[config.mk]
export PLATFORM = sky130hd
export DESIGN_NAME = temp_convert_seq
export DESIGN_NICKNAME = d
export VERILOG_FILES = /design/src/rtl/temp_convert_seq.sv
export SDC_FILE = /design/constraint.sdc
export NUM_CORES = 1
export LEC_CHECK = 0
export CORE_MARGIN = 3
export CORE_UTILIZATION = 24
export CTS_CLUSTER_DIAMETER = 40
export DETAILED_ROUTE_END_ITERATION = 6
export PLACE_DENSITY = 0.5
export SETUP_SLACK_MARGIN = 0.3
export SLEW_MARGIN = 20
export SYNTH_ARGS = -nofsm -noshare
export SYNTH_HDL_FRONTEND = slang
export SYNTH_SLANG_ARGS = --single-unit
[constraint.sdc]
create_clock -name clk -period 9 [get_ports clk]
set_clock_uncertainty 0.1 [all_clocks]
set_input_delay 0.9 -clock clk [delete_from_list [all_inputs] [get_ports clk]]
set_output_delay 0.9 -clock clk [all_outputs]
set_load 0.05 [all_outputs]
[src/rtl/temp_convert_seq.sv]
// Sequential Celsius/Fahrenheit converter built around a shared restoring divider.
// The result is rounded to nearest with ties away from zero, and saturated to OUT_W bits.
module temp_convert_seq #(
  parameter int IN_W  = 8,
  parameter int OUT_W = 16,
  parameter int CH_W  = 2
) (
  input  logic                    clk,
  input  logic                    reset,
  input  logic                    in_valid,
  output logic                    in_ready,
  input  logic signed [IN_W-1:0]  in_temp,
  input  logic                    in_mode,
  input  logic [CH_W-1:0]         in_ch,
  output logic                    out_valid,
  input  logic                    out_ready,
  output logic signed [OUT_W-1:0] out_temp,
  output logic [CH_W-1:0]         out_ch,
  output logic                    out_sat,
  output logic [1:0]              dbg_state
);
  // Valid/ready: a transfer happens on a rising edge where valid and ready are both high.
  // in_ready is high only in IDLE, and out_valid is high only in DONE.
  localparam int NW = IN_W + 4;
  localparam int AW = NW + 2;
  localparam int EW = ((AW > OUT_W) ? AW : OUT_W) + 1;
  localparam int CW = $clog2(NW);
  localparam logic [CW-1:0]        LAST_BIT = CW'(NW - 1);
  localparam logic signed [AW-1:0] OFS32    = AW'(32);
  localparam logic signed [EW-1:0] MAX_V    = {{(EW-OUT_W+1){1'b0}}, {(OUT_W-1){1'b1}}};
  localparam logic signed [EW-1:0] MIN_V    = {{(EW-OUT_W+1){1'b1}}, {(OUT_W-1){1'b0}}};

  typedef enum logic [1:0] {IDLE, PREP, DIV, DONE} state_t;

  state_t                  state_q, state_d;
  logic signed [IN_W-1:0]  temp_q, temp_d;
  logic                    mode_q, mode_d;
  logic [CH_W-1:0]         ch_q, ch_d;
  logic                    neg_q, neg_d;
  logic [NW-1:0]           num_q, num_d;
  logic [3:0]              rem_q, rem_d;
  logic [CW-1:0]           cnt_q, cnt_d;
  logic signed [OUT_W-1:0] out_temp_q, out_temp_d;
  logic [CH_W-1:0]         out_ch_q, out_ch_d;
  logic                    out_sat_q, out_sat_d;

  logic [3:0]              div_v;
  logic signed [AW-1:0]    temp_s, n_s, q_s, r_s;
  logic [4:0]              trial;
  logic                    q_bit;
  logic [NW-1:0]           quot;
  logic signed [EW-1:0]    r_ext;

  always_ff @(posedge clk) begin
    if (reset) state_q <= IDLE;
    else       state_q <= state_d;
  end

  always_comb begin
    state_d = state_q;
    case (state_q)
      IDLE:    if (in_valid) state_d = PREP;
      PREP:    state_d = DIV;
      DIV:     if (cnt_q == LAST_BIT) state_d = DONE;
      DONE:    if (out_ready) state_d = IDLE;
      default: state_d = IDLE;
    endcase
  end

  always_comb begin
    in_ready  = (state_q == IDLE);
    out_valid = (state_q == DONE);
    dbg_state = state_q;
  end

  // The numerator magnitude shifts out MSB-first while quotient bits shift in at the LSB.
  always_comb begin
    div_v  = mode_q ? 4'd9 : 4'd5;
    temp_s = {{(AW-IN_W){temp_q[IN_W-1]}}, temp_q};
    n_s    = mode_q ? (((temp_s - OFS32) <<< 2) + (temp_s - OFS32))
                    : ((temp_s <<< 3) + temp_s);
    trial  = {rem_q, num_q[NW-1]};
    q_bit  = (trial >= {1'b0, div_v});
    quot   = {num_q[NW-2:0], q_bit};
    q_s    = {2'b00, quot};
    if (neg_q) q_s = -q_s;
    r_s    = mode_q ? q_s : (q_s + OFS32);
    r_ext  = {{(EW-AW){r_s[AW-1]}}, r_s};
  end

  always_comb begin
    temp_d     = temp_q;
    mode_d     = mode_q;
    ch_d       = ch_q;
    neg_d      = neg_q;
    num_d      = num_q;
    rem_d      = rem_q;
    cnt_d      = cnt_q;
    out_temp_d = out_temp_q;
    out_ch_d   = out_ch_q;
    out_sat_d  = out_sat_q;
    case (state_q)
      IDLE: begin
        if (in_valid) begin
          temp_d = in_temp;
          mode_d = in_mode;
          ch_d   = in_ch;
        end
      end
      PREP: begin
        neg_d = n_s[AW-1];
        num_d = NW'(n_s[AW-1] ? -n_s : n_s) + (mode_q ? NW'(4) : NW'(2));
        rem_d = '0;
        cnt_d = '0;
      end
      DIV: begin
        num_d = quot;
        rem_d = q_bit ? 4'(trial - {1'b0, div_v}) : trial[3:0];
        cnt_d = cnt_q + CW'(1);
        if (cnt_q == LAST_BIT) begin
          out_ch_d = ch_q;
          if (r_ext > MAX_V) begin
            out_temp_d = MAX_V[OUT_W-1:0];
            out_sat_d  = 1'b1;
          end else if (r_ext < MIN_V) begin
            out_temp_d = MIN_V[OUT_W-1:0];
            out_sat_d  = 1'b1;
          end else begin
            out_temp_d = r_ext[OUT_W-1:0];
            out_sat_d  = 1'b0;
          end
        end
      end
      default: ;
    endcase
  end

  always_ff @(posedge clk) begin
    if (reset) begin
      temp_q     <= '0;
      mode_q     <= 1'b0;
      ch_q       <= '0;
      neg_q      <= 1'b0;
      num_q      <= '0;
      rem_q      <= '0;
      cnt_q      <= '0;
      out_temp_q <= '0;
      out_ch_q   <= '0;
      out_sat_q  <= 1'b0;
    end else begin
      temp_q     <= temp_d;
      mode_q     <= mode_d;
      ch_q       <= ch_d;
      neg_q      <= neg_d;
      num_q      <= num_d;
      rem_q      <= rem_d;
      cnt_q      <= cnt_d;
      out_temp_q <= out_temp_d;
      out_ch_q   <= out_ch_d;
      out_sat_q  <= out_sat_d;
    end
  end

  assign out_temp = out_temp_q;
  assign out_ch   = out_ch_q;
  assign out_sat  = out_sat_q;

endmodule

==> results <==
- The most numerous cell type found on the critical path is ha_1.
- At the worst endpoint, the required time is 9.10 ns.
- met2 is the most crowded layer.
- Once detail routing completed, the nets flagged for antenna violations numbered 0.
- The fraction of the core area covered by cells at the end of the flow is 28.29%.
- Yosys printed 0 warnings.
- By startpoint and endpoint, the worst setup path is classified as flop to flop.
- For this run, global-route usage on met2 was measured as 20.15%.
- The tool flagged a number of max-cap violations equal to 0.
- The critical path launch point type is a flop.
- The leakage power summed over all cells is 1.663 nW.
- The remaining max-slew budget at the tightest pin is 32.03%.
- TritonCTS built the clock tree.
- Setup repair after global routing left no endpoint under its margin.
- The final setup TNS is 0 ns.
- The TritonCTS buffer count is 5.
- The number of buffer and inverter stages on the critical path is 1.
- The count of cell types in the netlist is 77.
- The hold buffer count at cts is 0.
- The biggest area contributor in the post-synthesis netlist is dfxtp_1.
- The worst hold path terminates at out_temp[8].
- STA puts the critical path data arrival time at 4.11 ns.
- The clock insertion delay at the later pin of the skew report is 0.29 ns.
- The initial utilization of the core area, before any placement, comes to 24.82%.
- The die outline area is 0.01895 mm^2.
- The total overflow left after global routing is 0.
- The repair_antennas step left the layout with diodes totalling 0.
- The half-perimeter wire length after placement is 7.966 mm.
- The first global-routing pass estimated 17.42 mm of wire.
- Global routing used 11.30% of the available tracks.
- The initial antenna violation count is 0.
- Entering global routing, the biggest net connects 54 pins.
- In this run the tool buffered the top-level ports with 36 buffer cells.
- Dividing the detail-routed via count by the number of cells gives 4.747.
- In this run the critical register-to-register path is launched from mode_q.
- The number of synthesized flops with an enable pin is 0.
- The maximum vdd drop is 93.60 uV.
- The largest buffer count on any clock path is 2.
- Row generation in the floorplan step produced 47 rows.
- The slowest stage of the critical path is the or4_1 cell.
- The synthesized instance count is 518.
- The final critical delay including setup and external delays is 4.014 ns.
- The top-area cell type share of the netlist area is 24.06%.
- The portion of the clock cycle consumed by the worst path in the final layout is 44.60%.
- For the pin with the worst max-slew slack, the measured transition is 1.019 ns.
- The critical hold path startpoint is out_temp[8].
- The largest fanout on the critical path is 28.
- During I/O placement, the number of pins put on the boundary was 38.
- The signed area change from the synthesized netlist to the final layout is 13.99%.
- On the worst path, the slowest cell contributes a delay of 0.53 ns.
- The H-tree was split into 2 levels.
- The via count of the first global-routing pass came to 3510.
- The type of the tightest min-delay check is flop to flop.
- The final max-slew violation count is 0.
- Synthesis inferred 50 register bits.
- In the synthesized netlist the async set-or-reset flop fraction comes to 0%.
- The number of endpoints with negative hold slack in the final report is 0.
- For this run, the leading register cell type out of synthesis is dfxtp_1.
- The sequential-to-total area share from yosys stat is 24.06%.
- The fmax is 0.2492 GHz.
- The worst register-to-register path has a depth of 12.
- The synthesized netlist net count is 568.
- Broken down by cell family, the worst path's largest delay share belongs to simple AND/OR/NAND/NOR gates.
- The number of fillers in the final layout is 1816.
- For this design the ratio of total power to cell area is 273.7 mW/mm^2.
- Dividing the detail-routed wire length by the instance count gives 13.72 um.
- The overall via count from detail_route is 3579.
- The total number of nets in the final design is 583.
- After synthesis, the most frequently instantiated cells are 63 x nand2_1, 50 x dfxtp_1, 49 x nor2_1.
- The number of detailed-routing iterations run before antenna repair is 4.
- The layout cell share with drive strength beyond 1 is 7.678%.
- In this run the horizontal extent of the chip is 137.7 um.
- For this block, the initial DRC count from the detailed router was 163.
- Once the clock tree was built, the setup fixing pass inserted 0 buffers.
- The region available for standard cell placement spans 0.01676 mm^2.
- After clock tree synthesis, the clock-pin slew on the worst setup and hold paths is 0.07 ns.
- After synthesis the cells add up to 0.004160 mm^2.
- The number of setup violations in the final report is 0.
- The most repeated cell in the gate-level netlist after synthesis is nand2_1.
- For this run, design rule violations remaining after detail routing come to 0.
- Sorting the synthesized cells by area gives the leading types as dfxtp_1 24%, ha_1 9.6%, nand2_1 5.7%, a21oi_1 5.2%, xnor2_1 4.8%.
- The met3 usage is 1.059%.
- In the global route stage, met1 resource usage came out at 14.20%.
- The tree is rooted in a clkbuf_16.
- The end of the worst register-to-register path is out_temp[12].
- The chip height is 137.7 um.
- The number of instances on the worst hold path is 2.
- The flow ran to the end, and the final reports show no timing, DRC or antenna violations.
- The placer congestion estimate is 0.8656.
- The per-instance average area after synthesis is 8.031 um^2.
- Once the clock tree was built, the resizer swapped 0 gates to a different size.
- Traced cell by cell, the critical path runs through buf_4, ha_1, a311o_1, nor2_1, ha_1, a21oi_1, xnor2_1, or4_1, nor3_1, nand3_1, xor2_1, a211oi_1.
- The worst setup path is captured at a flop.
- The number of sinks driven by the clock tree is 50.
- The register-to-register setup slack is 4.99 ns.
- For this block, the routed nets add up to 10.35 mm of wire.
worst max path at each step:
stage                       from      endpoint  slack [ns]  cells after the start
after global placement    mode_q  out_temp[12]        5.08                     12
after detailed placement  mode_q  out_temp[12]        4.95                     12
after global routing      mode_q  out_temp[12]        4.58                     13
final                     mode_q  out_temp[12]        4.99                     12
after CTS                 mode_q  out_temp[12]        4.94                     12
after floorplan           mode_q  out_temp[12]        5.26                     14
registers in the layout (all words and copies together) (netlist names):
signal,flops
temp_q,8
num_q,12
mode_q,1
out_temp,14
out_ch,2
neg_q,1
ch_q,2
cnt_q,4
dbg_state,2
rem_q,4
cell type report:
cell class / instances / area [um^2] / share of cell area (%)
Clock inverter: 3 / 40.04 / 0.8443
Inverter: 24 / 90.09 / 1.900
Clock buffer: 5 / 125.1 / 2.639
Multi-Input combinational cell: 415 / 2848 / 60.05
Timing Repair Buffer: 37 / 362.8 / 7.652
Tap cell: 220 / 275.3 / 5.805
Sequential cell: 50 / 1001 / 21.11
through the flow:
stage	cells	instance area, um^2	hold WS, ns	total power [W]	setup slack [ns]
6_report	754	4742	0.3535	0.001298	4.986
5_1_grt	754	4742	0.3737	0.001416	4.577
4_1_cts	754	4742	0.3557	0.001311	4.943
3_5_place_dp	746	4577	0.3455	0.001096	4.953
3_3_place_gp	746	4577	0.3413	0.001087	5.078
2_1_floorplan	518	4160	0.3322	0.0009531	5.259
placed cells by master, fill, tap and decap left out, types with 16 or more instances in the layout:
cell type	n
clkdlybuf4s50_1	35
a211oi_1	19
xor2_1	16
inv_1	23
dfxtp_1	50
a21oi_1	43
nor2_1	49
xnor2_1	23
nand2_1	63
ha_1	32
cell families after synthesis:
kind of cell	synth area share, %
AND/OR/NAND/NOR	23.55
adder cells (fa/ha/maj)	11.07
multiplexers	3.519
AO/OA/AOI/OAI	22.02
buffers and inverters	7.488
other	0.09014
XOR/XNOR	8.210
flip-flops	24.06
worst min-delay path: stages, from the launching register on:
cell	delay, ns
dfxtp_1	0.31
nand2_1	0.05
a21oi_1	0.05
layer usage:
layer,up-vias,wire length [um]
met4,0,184
met1,1675,4957
met5,-,0
li1,1854,-
met2,39,5008
met3,11,195
where the power goes:
group	internal [W]	total (W)	switching [W]	leakage [nW]
Clock	0.000130	0.000211	0.0000812	0.0836
Sequential	0.000255	0.000314	0.0000588	0.407
Combinational	0.000317	0.000772	0.000455	1.17
Total	0.000703	0.00130	0.000595	1.66
Power figures use the tool's default switching activity.
